[src/rtl/conf_int_sub__ff__arch_agnos.sv]
// Two-stage registered subtractor with configurable operand precision and valid/ready flow control.
// Stage 1 holds the truncated operands. Stage 2 holds the difference, with the borrow/sign bit as its MSB.
module conf_int_sub__ff__arch_agnos #(
    parameter int OP_BITWIDTH        = 16,
    parameter int DATA_PATH_BITWIDTH = 16
) (
    input  logic                          clk,
    input  logic                          rst,
    input  logic [DATA_PATH_BITWIDTH-1:0] a,
    input  logic [DATA_PATH_BITWIDTH-1:0] b,
    input  logic                          in_valid,
    output logic                          in_ready,
    output logic [DATA_PATH_BITWIDTH:0]   d,
    output logic                          out_valid,
    input  logic                          out_ready
);

    localparam int DP    = DATA_PATH_BITWIDTH;
    localparam int TRUNC = (OP_BITWIDTH >= DP) ? 0 : DP - OP_BITWIDTH;
    localparam logic [DP-1:0] KEEP_MASK = {DP{1'b1}} << TRUNC;

    generate
        if (OP_BITWIDTH < 1) begin : g_bad_op_bitwidth
            $error("OP_BITWIDTH must be at least 1");
        end
    endgenerate

    logic [DP-1:0] a_q, a_d;
    logic [DP-1:0] b_q, b_d;
    logic          s1_valid_q, s1_valid_d;
    logic [DP:0]   diff_q, diff_d;
    logic          out_valid_q, out_valid_d;

    logic s1_free, s2_free, load_s1, load_s2;

    // NOTE: every signal written here gets a value on every path; otherwise a latch is inferred.
    always_comb begin
        s2_free     = !out_valid_q || out_ready;
        s1_free     = !s1_valid_q || s2_free;
        load_s1     = in_valid && s1_free;
        load_s2     = s1_valid_q && s2_free;

        a_d         = a_q;
        b_d         = b_q;
        s1_valid_d  = s1_valid_q;
        diff_d      = diff_q;
        out_valid_d = out_valid_q;

        // A stage that drains and refills in the same cycle keeps its valid bit set, so no bubble appears.
        if (load_s2) begin
            diff_d      = {1'b0, a_q} - {1'b0, b_q};
            out_valid_d = 1'b1;
            s1_valid_d  = 1'b0;
        end else if (s2_free) begin
            out_valid_d = 1'b0;
        end

        if (load_s1) begin
            a_d        = a & KEEP_MASK;
            b_d        = b & KEEP_MASK;
            s1_valid_d = 1'b1;
        end
    end

    // NOTE: non-blocking assignments keep every flop sampling pre-edge values regardless of statement order.
    always_ff @(posedge clk) begin
        if (rst) begin
            a_q         <= '0;
            b_q         <= '0;
            s1_valid_q  <= 1'b0;
            diff_q      <= '0;
            out_valid_q <= 1'b0;
        end else begin
            a_q         <= a_d;
            b_q         <= b_d;
            s1_valid_q  <= s1_valid_d;
            diff_q      <= diff_d;
            out_valid_q <= out_valid_d;
        end
    end

    assign in_ready  = s1_free;
    assign d         = diff_q;
    assign out_valid = out_valid_q;

endmodule

[config.mk]
export PLATFORM = sky130hd
export DESIGN_NAME = conf_int_sub__ff__arch_agnos
export DESIGN_NICKNAME = d
export VERILOG_FILES = /design/src/rtl/conf_int_sub__ff__arch_agnos.sv
export SDC_FILE = /design/constraint.sdc
export NUM_CORES = 1
export LEC_CHECK = 0
export CORE_ASPECT_RATIO = 1.2
export CORE_MARGIN = 2
export CORE_UTILIZATION = 52
export DETAILED_ROUTE_END_ITERATION = 8
export PLACE_DENSITY = 0.84
export SETUP_SLACK_MARGIN = 0.4
export SLEW_MARGIN = 5
export SYNTH_ARGS = -nofsm -noshare
export SYNTH_HDL_FRONTEND = slang
export SYNTH_SLANG_ARGS = --single-unit
[constraint.sdc]
create_clock -name clk -period 2.4 [get_ports clk]
set_clock_uncertainty 0.15 [all_clocks]
set_input_delay 0.48 -clock clk [delete_from_list [all_inputs] [get_ports clk]]
set_output_delay 0.48 -clock clk [all_outputs]
set_load 0.005 [all_outputs]
==> flow_summary.toml <==
[critical_path]
critical_path.endpoint = "d[11]"
worst_setup_path_startpoint = "b_q[1]"
critical_path.reg2reg.startpoint = "b_q[1]"
cp_data_arrival_time_ns = 2.19
register_to_register_setup_slack_ns = 0.27
r2r.worst_path.cells = 8
critPathMaxFanout = 5
worst_r2r_end = "d[11]"
timing_worst_setup_path_type = "reg -> reg"
type_of_element_launching_the_critical_path = "flip-flop"
endpoint_kind = "flip-flop"
cp_data_required_time_ns = 2.46

[die]
floorplan.die.width_um = 70.6
dieArea_mm2 = 0.00592
ios = 55
die_h_um = 83.9
start_util_pct = 52.9
std_cell_rows = 29
floorplan.core_area_mm2 = 0.00523

[sta]
finalWorstPathRequiredPeriod_ns = 2.13
max_slew.worst_pin.slew_ns = 0.398
min_period_over_period_pct = 88.8
max-slew-margin-rel_pct = 73.5
final_max_slew_viol_count = 0
final_setup_viols = 0
hold_violations = 0
finalSetupTns_ns = 0
fmax_mhz = 469
rsz_0062_raised_after_global_routing = "true"

[power]
static_leakage_power_uw = 0.00156
power_density_mw_per_mm2 = 604
total_power_uw = 2470
largest_vdd_supply_drop_uv = 449

[clock_network]
tritoncts.num_buffers = 5
clock_tree_root = "clkbuf_8"
clock_sinks = 51
cts.htree.levels = 2
max-clock-path-buffers = 2
cts_tree = "done"
clkLatencyLatePin_ns = 0.31
clk_pin_slew_worst_paths_ns = 0.10
cts_hold_buf = 0

[yosys]
synth_nets = 403
ys_ff_latch = 51
yosys_most_used_dff = "dfxtp_1"
netlist_instances = 350
synth_enable_flop_cells = 0
syn_avg_cell_area_um2 = 7.90
yosys_warnings = 0
post-synth-top-area-cell = "dfxtp_1"
proportion_of_synthesized_chip_area_in_sequential_cells_pct = 36.9
postSynth.asyncResetShare_pct = 0
synth_area_mm2 = 0.00277
post_synth_main_area_contributors = "dfxtp_1 (37%), nand2_1 (10%), a21oi_1 (8.1%)"
netlist-cell-type-count = 56
share_of_the_synthesized_area_in_the_top_cell_type_pct = 36.9

[routing]
num_vias = 2876
drt_first_pass_iters = 5
route.detailed.wl_per_inst_um = 16.5
remaining_drc_errors = 0
route.final.wire_length_mm = 8.11
antenna_violating_nets_post_route = 0
vias_per_cell = 5.86
detailedRoute.firstIterationViolations = 236

[placement]
finalWeightedCongestion = 0.838
postPlaceCellArea_mm2 = 0.00343
detailedPlacementHpwl_mm = 4.90
port_buffers = 54

[global_routing]
grt_antenna_before_repair = 0
grt_first_pass_wirelength_mm = 12.8
total_global_routing_overflow = 0
groute.usage.overall_pct = 26.0
first_global_vias = 2702
grt_start_max_net_pins = 38

[finish]
final_layout_size_suffix_gt1_share_pct = 24.9
layout_commonest_cell = "nand2_1"
antennaDiodeCount = 0
nNetsFinal = 481
syn_to_final_growth_pct = 47.7
postLayoutCellArea_mm2 = 0.00409
layout_common_cells = "nand2_1 (74), clkdlybuf4s50_1 (51), a21oi_1 (42), dfxtp_1 (39), buf_4 (32)"

[worst_hold_path]
type_of_the_tightest_min_delay_check = "reg -> reg"
worstHoldPathCells = 2

[status]
status = "complete, no violations"

[job]
max-cap-violations = 0
[how the worst min path moves through the flow]
stage / start / to / slack (ns)
after global routing: b_q[9] / b_q[9] / 0.32
after global placement: d[6] / d[6] / 0.29
after floorplan: a_q[0] / a_q[0] / 0.29
after detailed placement: b_q[9] / b_q[9] / 0.30
final: b_q[5] / b_q[5] / 0.31
after CTS: b_q[9] / b_q[9] / 0.31
[worst max-delay path: stages, from the launching register on]
cell       delay (ns)
dfxtp_2          0.36
inv_2            0.05
ha_4             0.22
nor2b_4          0.12
o31a_1           0.31
buf_4            0.17
o211ai_4         0.25
a2111oi_4        0.12
a311o_1          0.28
[state kept, by name (all words and copies together), names as in the netlist]
| register | count |
|---|---|
| out_valid | 1 |
| d | 17 |
| s1_valid_q | 1 |
| b_q | 16 |
| a_q | 16 |
[cells by family after synthesis]
group           synth area share [%]
fa+ha+maj                       7.96
simple gates                    22.8
buf+inv                         5.65
flops                           36.9
compound gates                  26.3
xor+xnor                       0.317
[layout make-up]
class	instances	area, µm²
Sequential cell	51	1040
Tap cell	62	77.6
Multi-Input combinational cell	260	1900
Clock inverter	3	67.6
Fill cell	340	1140
Inverter	19	71.3
Timing Repair Buffer	91	866
Clock buffer	5	68.8
[stage by stage]
| stage | setup WS (ns) | std cells | hold slack, ns | util [%] |
|---|---|---|---|---|
| 5_1_grt | 0.164 | 491 | 0.323 | 78.2 |
| 4_1_cts | 0.255 | 478 | 0.309 | 73.1 |
| 3_5_place_dp | 0.159 | 459 | 0.297 | 65.6 |
| 2_1_floorplan | 0.335 | 350 | 0.286 | - |
| 3_3_place_gp | 0.194 | 459 | 0.288 | 65.6 |
| 6_report | 0.268 | 491 | 0.306 | 78.2 |
[Yosys cell counts, drive strengths merged, types with 3 or more instances]
cell type	instances
o21a	9
and3	4
a21oi	45
a21o	6
buf	6
or3	7
dfxtp	51
nor3b	5
o211ai	6
nand2b	3
inv	19
clkbuf	14
nor2	12
nand2	74
nor2b	5
ha	16
nor3	7
o21ai	10
o21bai	4
a211oi	6
nand3	4
nand3b	5
[power breakdown]
| part | internal, µW | leakage, µW | switching (µW) |
|---|---|---|---|
| logic | 424 | 0.00107 | 375 |
| registers | 907 | 0.000424 | 40.1 |
| clock network | 416 | 0.0000644 | 304 |
[timing repair]
| action | CTS | global route |
|---|---|---|
| endpoints found under the hold margin | 0 | 0 |
| pin swaps | 21 | 17 |
| cloned | 0 | 1 |
| endpoints found under the setup margin | 12 | 15 |
| resized for setup | 37 | 32 |
| setup buffers | 11 | 12 |
[metal layers]
layer | global-route usage [%] | vias to the layer above | wire length [µm]
met1 | 33.9 | 1361 | 3290
li1 | - | 1392 | -
met3 | 1.93 | 17 | 463
met4 | 6.52 | 0 | 168
met2 | 46.1 | 106 | 4190
met5 | 0 | - | 0
Note: power is estimated with default switching activity, not from simulation.
